## src/rtl/instruction_fetch_unit_pkg.sv

```systemverilog
// ---------------------------------------------------------------------------
// instruction_fetch_unit_pkg
//
// Shared definitions for the instruction fetch unit:
//   - fetch_state_t : FSM state encoding (IDLE, FETCH_LO, FETCH_HI, VALID)
//   - IR_LOW/IR_HIGH: values driven on the IR LH select
//   - fetch_ctrl_t  : bundle of the Moore outputs decoded from the state
//   - decode_ctrl() : state -> output-strobe decode, shared so every user
//                     sees exactly the same strobe mapping
// ---------------------------------------------------------------------------
package instruction_fetch_unit_pkg;

   typedef enum logic [1:0] {
      IDLE     = 2'd0,
      FETCH_LO = 2'd1,
      FETCH_HI = 2'd2,
      VALID    = 2'd3
   } fetch_state_t;

   // IR half select: the first byte of an instruction lands in IR[7:0].
   localparam logic IR_LOW  = 1'b0;
   localparam logic IR_HIGH = 1'b1;

   typedef struct packed {
      logic mem_read;
      logic ir_write;
      logic ir_lh;
      logic instr_valid;
   } fetch_ctrl_t;

   // Pure function of the registered state, so every strobe is glitch-free
   // with respect to the inputs and has no input-to-output path.
   function automatic fetch_ctrl_t decode_ctrl(input fetch_state_t state);
      fetch_ctrl_t ctrl;
      ctrl = '{mem_read: 1'b0, ir_write: 1'b0, ir_lh: IR_LOW, instr_valid: 1'b0};
      case (state)
         FETCH_LO: begin
            ctrl.mem_read = 1'b1;
            ctrl.ir_write = 1'b1;
            ctrl.ir_lh    = IR_LOW;
         end
         FETCH_HI: begin
            ctrl.mem_read = 1'b1;
            ctrl.ir_write = 1'b1;
            ctrl.ir_lh    = IR_HIGH;
         end
         VALID: begin
            ctrl.instr_valid = 1'b1;
         end
         default: begin
            ctrl.mem_read = 1'b0;
         end
      endcase
      return ctrl;
   endfunction

endpackage : instruction_fetch_unit_pkg

```

## src/rtl/instruction_fetch_unit_program_counter.sv

```systemverilog
// ---------------------------------------------------------------------------
// program_counter
//
// ADDR_WIDTH-bit program counter with synchronous active-high reset to
// RESET_PC, parallel load and increment. Load has priority over increment.
// Increment wraps modulo 2^ADDR_WIDTH with no carry out.
//
// Ports:
//   Clock      in   system clock, updates on posedge
//   Reset      in   synchronous, active-high; Count <= RESET_PC
//   Load       in   Count <= LoadValue
//   Increment  in   Count <= Count + 1 (ignored while Load is high)
//   LoadValue  in   value for Load
//   Count      out  current counter value
// ---------------------------------------------------------------------------
module program_counter #(
   parameter int                    ADDR_WIDTH = 16,
   parameter logic [ADDR_WIDTH-1:0] RESET_PC   = '0
) (
   input  logic                  Clock,
   input  logic                  Reset,
   input  logic                  Load,
   input  logic                  Increment,
   input  logic [ADDR_WIDTH-1:0] LoadValue,
   output logic [ADDR_WIDTH-1:0] Count
);

   logic [ADDR_WIDTH-1:0] count;

   // NOTE: state registers use non-blocking (<=) so every flop samples the
   // pre-edge values; blocking here would create order-dependent simulation.
   always_ff @(posedge Clock) begin
      if (Reset) begin
         count <= RESET_PC;
      end else if (Load) begin
         count <= LoadValue;
      end else if (Increment) begin
         count <= count + ADDR_WIDTH'(1);
      end
   end

   assign Count = count;

endmodule : program_counter

```

## src/rtl/instruction_fetch_unit.sv

```systemverilog
// ---------------------------------------------------------------------------
// instruction_fetch_unit
//
// Sequences two-byte instruction fetches from byte-wide memory into an
// external InstructionRegister. The first byte (at PC) is written to IR[7:0],
// the second (at PC+1) to IR[15:8]; InstrValid then tells the decoder a full
// 16-bit instruction is held. The decoder acknowledges with Next and may
// redirect the PC with PCLoad while an instruction is held (or while idle).
//
// Parameters:
//   ADDR_WIDTH  width of PC and memory address
//   RESET_PC    PC value after reset
//
// Ports:
//   Clock       in   system clock, all state updates on posedge
//   Reset       in   synchronous, active-high
//   Enable      in   allows a new fetch to start
//   Next        in   decoder consumed the current instruction
//   PCLoad      in   load PC from PCIn (honoured in IDLE and VALID only)
//   PCIn        in   new PC value
//   MemData     in   memory byte; routed to the IR externally, not used here
//   MemAddr     out  memory byte address (= PC)
//   MemRead     out  memory read strobe
//   IRWrite     out  IR write enable
//   IRLH        out  IR half select (0 = IR[7:0], 1 = IR[15:8])
//   InstrValid  out  IR holds a complete instruction
//   PCOut       out  current PC (address of the next byte to fetch)
//
// All outputs are decoded from registered state and PC (Moore machine).
// ---------------------------------------------------------------------------
module instruction_fetch_unit
   import instruction_fetch_unit_pkg::*;
#(
   parameter int                    ADDR_WIDTH = 16,
   parameter logic [ADDR_WIDTH-1:0] RESET_PC   = '0
) (
   input  logic                  Clock,
   input  logic                  Reset,
   input  logic                  Enable,
   input  logic                  Next,
   input  logic                  PCLoad,
   input  logic [ADDR_WIDTH-1:0] PCIn,
   input  logic [7:0]            MemData,
   output logic [ADDR_WIDTH-1:0] MemAddr,
   output logic                  MemRead,
   output logic                  IRWrite,
   output logic                  IRLH,
   output logic                  InstrValid,
   output logic [ADDR_WIDTH-1:0] PCOut
);

   fetch_state_t          state;
   fetch_state_t          state_next;
   logic                  pc_load;
   logic                  pc_inc;
   logic [ADDR_WIDTH-1:0] pc;
   fetch_ctrl_t           ctrl;

   // MemData feeds the IR directly; it is part of this block's bus contract
   // only, so it is deliberately left unconsumed.
   logic unused_memdata;
   assign unused_memdata = ^MemData;

   // -------------------------------------------------------------------------
   // Program counter
   // -------------------------------------------------------------------------
   program_counter #(
      .ADDR_WIDTH (ADDR_WIDTH),
      .RESET_PC   (RESET_PC)
   ) u_program_counter (
      .Clock     (Clock),
      .Reset     (Reset),
      .Load      (pc_load),
      .Increment (pc_inc),
      .LoadValue (PCIn),
      .Count     (pc)
   );

   // -------------------------------------------------------------------------
   // FSM state register
   // -------------------------------------------------------------------------
   always_ff @(posedge Clock) begin
      if (Reset) begin
         state <= IDLE;
      end else begin
         state <= state_next;
      end
   end

   // -------------------------------------------------------------------------
   // FSM next-state and PC control
   // -------------------------------------------------------------------------
   // NOTE: every signal assigned in this block gets a default first, so no
   // path through the case leaves one unassigned and no latch is inferred.
   always_comb begin
      state_next = state;
      pc_load    = 1'b0;
      pc_inc     = 1'b0;

      case (state)
         IDLE: begin
            // A jump while idle is taken immediately; if Enable is also
            // high the fetch starts from the new PC on the following cycle.
            pc_load = PCLoad;
            if (Enable) begin
               state_next = FETCH_LO;
            end
         end

         FETCH_LO: begin
            // PCLoad is ignored mid-fetch; Enable dropping does not abort.
            pc_inc     = 1'b1;
            state_next = FETCH_HI;
         end

         FETCH_HI: begin
            pc_inc     = 1'b1;
            state_next = VALID;
         end

         VALID: begin
            pc_load = PCLoad;
            if (Next) begin
               state_next = Enable ? FETCH_LO : IDLE;
            end
         end

         default: begin
            state_next = IDLE;
         end
      endcase
   end

   // -------------------------------------------------------------------------
   // Output decode (registered state / PC only)
   // -------------------------------------------------------------------------
   assign ctrl       = decode_ctrl(state);
   assign MemRead    = ctrl.mem_read;
   assign IRWrite    = ctrl.ir_write;
   assign IRLH       = ctrl.ir_lh;
   assign InstrValid = ctrl.instr_valid;
   assign MemAddr    = pc;
   assign PCOut      = pc;

endmodule : instruction_fetch_unit

```

## config.mk

```make
export PLATFORM = sky130hd
export DESIGN_NAME = instruction_fetch_unit
export DESIGN_NICKNAME = d
export VERILOG_FILES = /design/src/rtl/instruction_fetch_unit_pkg.sv /design/src/rtl/instruction_fetch_unit_program_counter.sv /design/src/rtl/instruction_fetch_unit.sv
export SDC_FILE = /design/constraint.sdc
export NUM_CORES = 1
export LEC_CHECK = 0
export BUFFER_PORTS_ARGS = -buffer_cell sky130_fd_sc_hd__buf_2
export CAP_MARGIN = 10
export CORE_MARGIN = 5
export CORE_UTILIZATION = 49
export CTS_CLUSTER_SIZE = 16
export DETAILED_ROUTE_END_ITERATION = 7
export GPL_TIMING_DRIVEN = 0
export PLACE_DENSITY = 0.86
export SLEW_MARGIN = 20
export SYNTH_ARGS = -nofsm -noshare
export SYNTH_HDL_FRONTEND = slang
export SYNTH_SLANG_ARGS = --single-unit
```

## constraint.sdc

```tcl
create_clock -name Clock -period 4.3 [get_ports Clock]
set_input_delay 0.215 -clock Clock [delete_from_list [all_inputs] [get_ports Clock]]
set_output_delay 0.215 -clock Clock [all_outputs]
set_load 0.02 [all_outputs]
```

==> results of run 1 <==
[cell families after synthesis]
family          after synthesis
flops                        18
simple gates                 55
xor+xnor                      2
compound gates               41
mux                          10
fa+ha+maj                     5
buf+inv                      32
[worst max path at each step]
stage	start	end	slack, ns	depth (start not counted)
CTS	state[1]	u_program_counter.Count[15]	2.22	6
floorplan	u_program_counter.Count[0]	u_program_counter.Count[14]	2.45	4
detailed placement	state[1]	u_program_counter.Count[15]	2.26	6
global route	state[1]	u_program_counter.Count[7]	1.95	6
global placement	state[1]	u_program_counter.Count[14]	2.28	6
finish	state[1]	u_program_counter.Count[15]	2.19	6
[placed cells by master (no fill, tap or decap), types with 4 or more instances in the layout]
cell type and n:
sky130_fd_sc_hd__nor2_1 4, sky130_fd_sc_hd__a211oi_1 5, sky130_fd_sc_hd__inv_1 7, sky130_fd_sc_hd__buf_4 17
sky130_fd_sc_hd__o21ai_0 10, sky130_fd_sc_hd__or4_1 6, sky130_fd_sc_hd__clkbuf_1 5, sky130_fd_sc_hd__nor2b_1 9
sky130_fd_sc_hd__a31oi_1 9, sky130_fd_sc_hd__dfxtp_1 18, sky130_fd_sc_hd__buf_2 57, sky130_fd_sc_hd__nand3_1 7
sky130_fd_sc_hd__ha_1 5, sky130_fd_sc_hd__mux2_2 7, sky130_fd_sc_hd__nand2_1 11, sky130_fd_sc_hd__o31ai_1 4
sky130_fd_sc_hd__nand4_1 5
[final cells by class]
| type | instances | share of cell area |
|---|---|---|
| repair buffers | 54 | 0.160 |
| plain buffers | 25 | 0.0957 |
| inverters | 7 | 0.0156 |
| well taps | 31 | 0.0230 |
| multi-input cells | 113 | 0.470 |
| flip-flops and latches | 18 | 0.214 |
| clock buffers | 4 | 0.0215 |
[sequential cells by signal, indices dropped and copies added (netlist names)]
signal / cells
u_program_counter.Count: 16
state: 2
[per-layer routing]
layer,share of wire,vias to the layer above,global-route usage
met1,0.45,640,0.250
met5,0,-,0
met2,0.46,62,0.295
li1,-,712,-
met3,0.075,5,0.0450
met4,0.011,0,0.0504
[worst max-delay path, delay by kind of cell (launching register included)]
family / cells / cell delay (ns)
AND/OR/NAND/NOR: 1 / 0.10
flip-flops: 1 / 0.42
adder cells (fa/ha/maj): 1 / 0.39
AO/OA/AOI/OAI: 1 / 0.24
buffers and inverters: 3 / 0.87
[through the flow]
stage,worst slack [ns],power (W),instance area (µm²),std cells
final,2.19,0.00125,1690,252
after global routing,1.95,0.00135,1690,252
after CTS,2.22,0.00125,1690,252
after detailed placement,2.26,0.00114,1650,248
after global placement,2.28,0.00112,1650,248
after floorplan,2.45,0.000908,1340,163
[power groups by stage]
| stage | registers [W] | logic (W) | clock network [W] |
|---|---|---|---|
| finish | 0.000343 | 0.000795 | 0.000107 |
| global route | 0.000356 | 0.000880 | 0.000117 |
| CTS | 0.000339 | 0.000800 | 0.000108 |
| detailed placement | 0.000343 | 0.000793 | 0 |
| global placement | 0.000339 | 0.000779 | 0 |
| floorplan | 0.000381 | 0.000527 | 0 |
==> run summary, run 1 <==
Synth
• 8.23 µm² — average footprint of a synthesized cell
• 0.0812 — fraction of synthesized area in multiplexers
• 0 — Warnings, synthesis
• 163 — instance count of the mapped netlist
• sky130_fd_sc_hd__dfxtp_1 — top flip-flop cell by instance count after synthesis
• simple AND/OR/NAND/NOR gates — main combinational cell family by area after synthesis
• 0.217 — area fraction in compound gates after synthesis
• 18 x sky130_fd_sc_hd__dfxtp_1, 17 x sky130_fd_sc_hd__buf_4, 11 x sky130_fd_sc_hd__nand2_1, 10 x sky130_fd_sc_hd__o21ai_0 — most common library cells after synthesis
• 0 — number of synthesized flops with an enable pin
• 0.0466 — post-synthesis adder-cell area fraction
• 0.0131 — fraction of synthesized cell area in xor and xnor cells
• 0.269 — sequential area share after synthesis
• 1340 µm² — summed instance area of the synthesized netlist
• sky130_fd_sc_hd__dfxtp_1 27%, sky130_fd_sc_hd__buf_4 9.5%, sky130_fd_sc_hd__mux2_2 5.9% — synth top area cells
• 0.233 — simple-gate share of the synthesized area
• 0.269 — proportion of netlist area held by the largest area contributor
• sky130_fd_sc_hd__dfxtp_1 — most numerous cell in the Yosys netlist
• 0 — Async S/R FF share, synth
• 18 — FF+latch count, synth
• 197 — nets in the synthesized netlist
• 37 — number of library cell types mapped by synthesis
• sky130_fd_sc_hd__dfxtp_1 — cell accounting for the most synthesized area

Clock tree
• 3 — clock buffer count from CTS
• 2 — Clock Path Buffers
• yes — CTS tree
• sky130_fd_sc_hd__clkbuf_4 — CTS root buffer
• 0 — number of setup buffers added after CTS
• 0.30 ns — latest clock arrival within the worst-skew pair
• 0 — count of instances resized after the clock tree is built
• 0 — count of hold-fix buffers inserted at cts
• 0.10 ns — Clock transition at path regs
• 18 — number of sinks on the clock net
• 1 — number of levels in the clock H-tree

STA
• 0.00694 ns — Setup Skew
• 0 — Max Transition Viols Final
• 0.491 — Final period util
• 0.679 — worst slew margin relative to its limit
• 0.473 GHz — fmax
• 0 — total of endpoints with negative setup slack in the final report
• 0 ns — post-route setup TNS
• 0.482 ns — worst slew pin tran
• 0.172 ns — worst hold slack after final layout
• 0 — final-report hold violation count
• no — RSZ-0062 raised after global routing
• 2.11 ns — post-layout min period

Floorplan
• 62.3 µm — chip height
• 2690 µm² — Core Box Area
• 3880 µm² — Die ar.
• 19 — number of rows created at floorplan
• 65 — I/O pin cnt
• 62.3 µm — die boundary width
• 0.499 — starting utilization of the core area

Drt
• 4 — first-pass iteration count of the detailed router
• 59 — count of routing violations after the opening detailed-route iteration
• 5.63 — average vias per placed instance
• 0 — DRC violations left
• 3600 µm — total routed wirelength
• 1419 — total number of vias
• 0 — post-detailed-route count of antenna-violating nets
• 14.3 µm — average detailed-routed wire length per instance

Power and ir drop
• 0.086 — clock group share of total power
• 0.779 nW — static leakage power
• 0.503 — Sw Share
• 0.000619 W — Int Power
• 0.484 mV — worst vdd rail ir drop
• 0.000626 W — switching power
• 0.276 — sequential group share of total power
• 0.638 — combinational group share of total power
• 738 nW/µm² — power per unit of standard cell area

Setup path
• 4.50 ns — required time reported for the critical path endpoint
• sky130_fd_sc_hd__clkbuf_1 — Most Frequent Cell on Critical Path
• 0.44 ns — longest individual stage delay on the worst path
• flop to flop — Setup Crit Path Kind
• 2.31 ns — worst path arrival time
• sky130_fd_sc_hd__clkbuf_1 — CP max stage cell
• inv_1, ha_1, clkbuf_1, clkbuf_1, nand2_1, o2111a_1 — cells traversed along the worst timing path
• u_program_counter.Count[15] — endpoint of the worst-slack reg-to-reg timing path
• flop — nature of the critical path endpoint
• flop — kind of start point of the critical path
• 10 — maximum net fanout on the critical path
• 6 — number of cells on the worst reg-to-reg path
• 2.19 ns — worst reg2reg setup slack
• state[1] — reg-to-reg critical path startpoint

Final layout
• 256 — nets
• 0.394 — share of cells above drive strength 1
• 0 — number of diodes added for antenna fixing
• 360 µm² — flip-flop and latch area
• 793 µm² — area used by multi-input combinational logic
• 25.7% — area overhead of the layout relative to synthesis
• 255 — Layout fillers
• 0.628 — Finished Core Util

Place
• 0.845 — final weighted congestion of routability-driven global placement
• 2630 µm — half-perimeter wire length of the detailed placement result
• 54 — port buffer count

Global route
• 0 — number of antenna violations at the first check in global routing
• 1350 — number of global-route vias before repair
• 0.186 — combined global-route utilization of all metal layers
• 6170 µm — wire length of the first global-routing pass
• 11 — pin count of the biggest net entering global routing
• 0 — total overflow reported by the global router

Hold path
• input port to flop — Hold Path Class
• PCIn[0] — origin of the worst min-delay path
• u_program_counter.Count[0] — sink of the worst hold path
• 3 — number of cells on the worst hold path

Outcome
• complete, no violations — result of the run

Flow run
• 0 — total of max-cap violations

Note: power is estimated with default switching activity, not from simulation.
==> run 2: changes to the inputs <==
--- a/config.mk
+++ b/config.mk
@@ -5,14 +5,15 @@
 export SDC_FILE = /design/constraint.sdc
 export NUM_CORES = 1
 export LEC_CHECK = 0
+export ABC_AREA = 1
 export BUFFER_PORTS_ARGS = -buffer_cell sky130_fd_sc_hd__buf_2
 export CAP_MARGIN = 10
 export CORE_MARGIN = 5
-export CORE_UTILIZATION = 49
+export CORE_UTILIZATION = 41
 export CTS_CLUSTER_SIZE = 16
 export DETAILED_ROUTE_END_ITERATION = 7
 export GPL_TIMING_DRIVEN = 0
-export PLACE_DENSITY = 0.86
+export PLACE_DENSITY = 0.78
 export SLEW_MARGIN = 20
 export SYNTH_ARGS = -nofsm -noshare
 export SYNTH_HDL_FRONTEND = slang
==> constraint.sdc (replaced) <==
create_clock -name Clock -period 1.9 [get_ports Clock]
set_input_delay 0.095 -clock Clock [delete_from_list [all_inputs] [get_ports Clock]]
set_output_delay 0.095 -clock Clock [all_outputs]
set_load 0.02 [all_outputs]
==> run 2 against run 1 <==
  * Power rose by 85%
  * Clock power rose by 130%
  * Fmax rose by 23%
  * Combinational power rose by 77%
  * Sequential share of layout area rose by 0.080 points
  * Non-clock buffer count fell by 3
==> run summary, run 2 <==
Outcome
• complete, no violations — result of the run

Synth
• sky130_fd_sc_hd__dfxtp_1 28%, sky130_fd_sc_hd__nand2_1 17%, sky130_fd_sc_hd__buf_4 9.8% — synth top area cells
• 0.278 — proportion of netlist area held by the largest area contributor
• 18 — FF+latch count, synth
• 0.278 — sequential area share after synthesis
• sky130_fd_sc_hd__dfxtp_1 — top flip-flop cell by instance count after synthesis
• 0 — number of synthesized flops with an enable pin
• sky130_fd_sc_hd__dfxtp_1 — cell accounting for the most synthesized area
• 1300 µm² — summed instance area of the synthesized netlist
• 0 — Async S/R FF share, synth
• 0 — Warnings, synthesis
• 241 — nets in the synthesized netlist
• 26 — number of library cell types mapped by synthesis
• 6.26 µm² — average footprint of a synthesized cell
• sky130_fd_sc_hd__nand2_1 — most numerous cell in the Yosys netlist
• 57 x sky130_fd_sc_hd__nand2_1, 24 x sky130_fd_sc_hd__inv_1, 19 x sky130_fd_sc_hd__nor2_1, 18 x sky130_fd_sc_hd__dfxtp_1, 17 x sky130_fd_sc_hd__buf_4 — most common library cells after synthesis
• 207 — instance count of the mapped netlist

Flow run
• 0 — total of max-cap violations

Power and ir drop
• 0.00115 W — switching power
• 0.919 mV — worst vdd rail ir drop
• 0.612 — combinational group share of total power
• 1370 nW/µm² — power per unit of standard cell area
• 0.498 — Sw Share
• 0.105 — clock group share of total power
• 0.283 — sequential group share of total power
• 0.00116 W — Int Power
• 0.837 nW — static leakage power
• 0.00231 W — total design power

Drt
• 4.70 — average vias per placed instance
• 1457 — total number of vias
• 3340 µm — total routed wirelength
• 0 — post-detailed-route count of antenna-violating nets
• 4 — first-pass iteration count of the detailed router
• 10.8 µm — average detailed-routed wire length per instance
• 0 — DRC violations left
• 60 — count of routing violations after the opening detailed-route iteration

STA
• 0.00247 ns — Setup Skew
• 0 — total of endpoints with negative setup slack in the final report
• 0.669 — worst slew margin relative to its limit
• 0.582 GHz — fmax
• 1.72 ns — post-layout min period
• 0.904 — Final period util
• no — RSZ-0062 raised after global routing
• 0.497 ns — worst slew pin tran
• 0 ns — post-route setup TNS
• 0 — final-report hold violation count
• 0 — Max Transition Viols Final

Global route
• 0 — total overflow reported by the global router
• 1315 — number of global-route vias before repair
• 0.158 — combined global-route utilization of all metal layers
• 5590 µm — wire length of the first global-routing pass
• 0 — number of antenna violations at the first check in global routing
• 11 — pin count of the biggest net entering global routing

Setup path
• flop — kind of start point of the critical path
• inv_1, ha_4, inv_2, nand2_2, inv_2, buf_6, nand2_1, o21ai_0, a21oi_1, nor2_1 — cells traversed along the worst timing path
• flop to flop — Setup Crit Path Kind
• 10 — maximum net fanout on the critical path
• 10 — number of cells on the worst reg-to-reg path
• 2.08 ns — required time reported for the critical path endpoint
• 1.90 ns — worst path arrival time
• flop — nature of the critical path endpoint
• 0.39 ns — longest individual stage delay on the worst path
• sky130_fd_sc_hd__inv_2 — Most Frequent Cell on Critical Path
• sky130_fd_sc_hd__dfxtp_1 — CP max stage cell

Clock tree
• 0.11 ns — Clock transition at path regs
• yes — CTS tree
• 18 — number of sinks on the clock net
• 1 — number of levels in the clock H-tree
• 3 — clock buffer count from CTS
• 0.30 ns — latest clock arrival within the worst-skew pair
• 0 — count of hold-fix buffers inserted at cts
• 2 — Clock Path Buffers
• 0 — count of instances resized after the clock tree is built
• 0 — number of setup buffers added after CTS
• sky130_fd_sc_hd__clkbuf_4 — CTS root buffer

Floorplan
• 3050 µm² — Core Box Area
• 66.2 µm — chip height
• 4390 µm² — Die ar.
• 20 — number of rows created at floorplan
• 65 — I/O pin cnt
• 66.2 µm — die boundary width
• 0.425 — starting utilization of the core area

Final layout
• 301 — nets
• 16 — number of flip-flops in the largest register
• 0 — number of diodes added for antenna fixing
• u_program_counter.Count x16, state x2 — registers with the most flip-flops
• 29.6% — area overhead of the layout relative to synthesis
• sky130_fd_sc_hd__nand2_1 — commonest non-fill, non-tap cell in the layout
• u_program_counter.Count — register with the most flip-flops
• 0.320 — share of cells above drive strength 1
• 57 x sky130_fd_sc_hd__nand2_1, 56 x sky130_fd_sc_hd__buf_2, 24 x sky130_fd_sc_hd__inv_1 — most frequent cells in the layout
• 300 — Layout fillers

Place
• 55 — port buffer count
• 2630 µm — half-perimeter wire length of the detailed placement result
• 0.868 — final weighted congestion of routability-driven global placement

Hold path
• input port to flop — Hold Path Class
• 3 — number of cells on the worst hold path

[run 2: cell types whose count changed in the layout (fill, tap and decap cells not counted), moves of 7 or more]
cell	change
sky130_fd_sc_hd__nor2_1	+15
sky130_fd_sc_hd__nand2_1	+46
sky130_fd_sc_hd__inv_1	+17
sky130_fd_sc_hd__mux2_2	-7
sky130_fd_sc_hd__nor2b_1	-9
sky130_fd_sc_hd__a21oi_1	+11
sky130_fd_sc_hd__nand3_1	+7
[run 2: through the flow]
stage | instance area (µm²) | worst slack [ns] | hold WS [ns] | utilization | instances
final | 1680 | 0.183 | 0.0546 | 0.550 | 310
after global routing | 1680 | 0.0428 | 0.0718 | 0.550 | 310
after CTS | 1660 | 0.0314 | 0.0562 | 0.545 | 310
after detailed placement | 1630 | 0.0703 | 0.365 | 0.533 | 306
after global placement | 1630 | 0.104 | 0.367 | 0.533 | 306
after floorplan | 1300 | 0.189 | 0.264 | - | 207
[run 2: path summary, 6_finish.rpt]
kind                                from                          end  slack [ns]
worst min-delay path             PCIn[5]   u_program_counter.Count[5]        0.05
worst min register to register  state[0]                     state[0]        0.51
worst max register to register  state[0]  u_program_counter.Count[13]        0.18
worst max-delay path            state[0]  u_program_counter.Count[13]        0.18
[run 2: cell type report]
cell class                 count  area [µm²]  area share
clock buffer                   4        36.3      0.0216
inverter                      26        97.6      0.0581
sequential                    18         360       0.214
multi-input combinational    142         704       0.419
timing repair buffer          55         275       0.164
tap                           44        55.1      0.0328
buffer                        21         151      0.0901
[run 2: worst max-delay path: cells and delay by family, from the launching register on]
kind | cells | cell delay [ns]
compound gates | 2 | 0.20
fa+ha+maj | 1 | 0.33
buf+inv | 4 | 0.45
flops | 1 | 0.39
simple gates | 3 | 0.23
[run 2: routing by layer]
layer  vias up  wire [µm]  track usage
met5         -          0            0
met4         0         51       0.0482
met3         5        135       0.0170
met2        39       1570        0.270
met1       649       1580        0.205
li1        764          -            -
[run 2: power by group through the flow]
stage	sequential, W	clock [W]	combinational, W
4_1_cts	0.000651	0.000245	0.00137
3_5_place_dp	0.000661	0	0.00137
5_1_grt	0.000679	0.000261	0.00157
2_1_floorplan	0.000741	0	0.000887
6_report	0.000653	0.000241	0.00141
3_3_place_gp	0.000654	0	0.00135
[run 2: cells by family (layout without fill, tap and decap cells)]
logic type               Yosys count  count (layout)  share of synthesized area
AO/OA/AOI/OAI                     36              36                      0.148
adder cells (fa/ha/maj)            5               5                     0.0483
buffers and inverters             47             106                      0.192
AND/OR/NAND/NOR                   99              99                      0.320
flip-flops                        18              18                      0.278
XOR/XNOR                           2               2                     0.0135
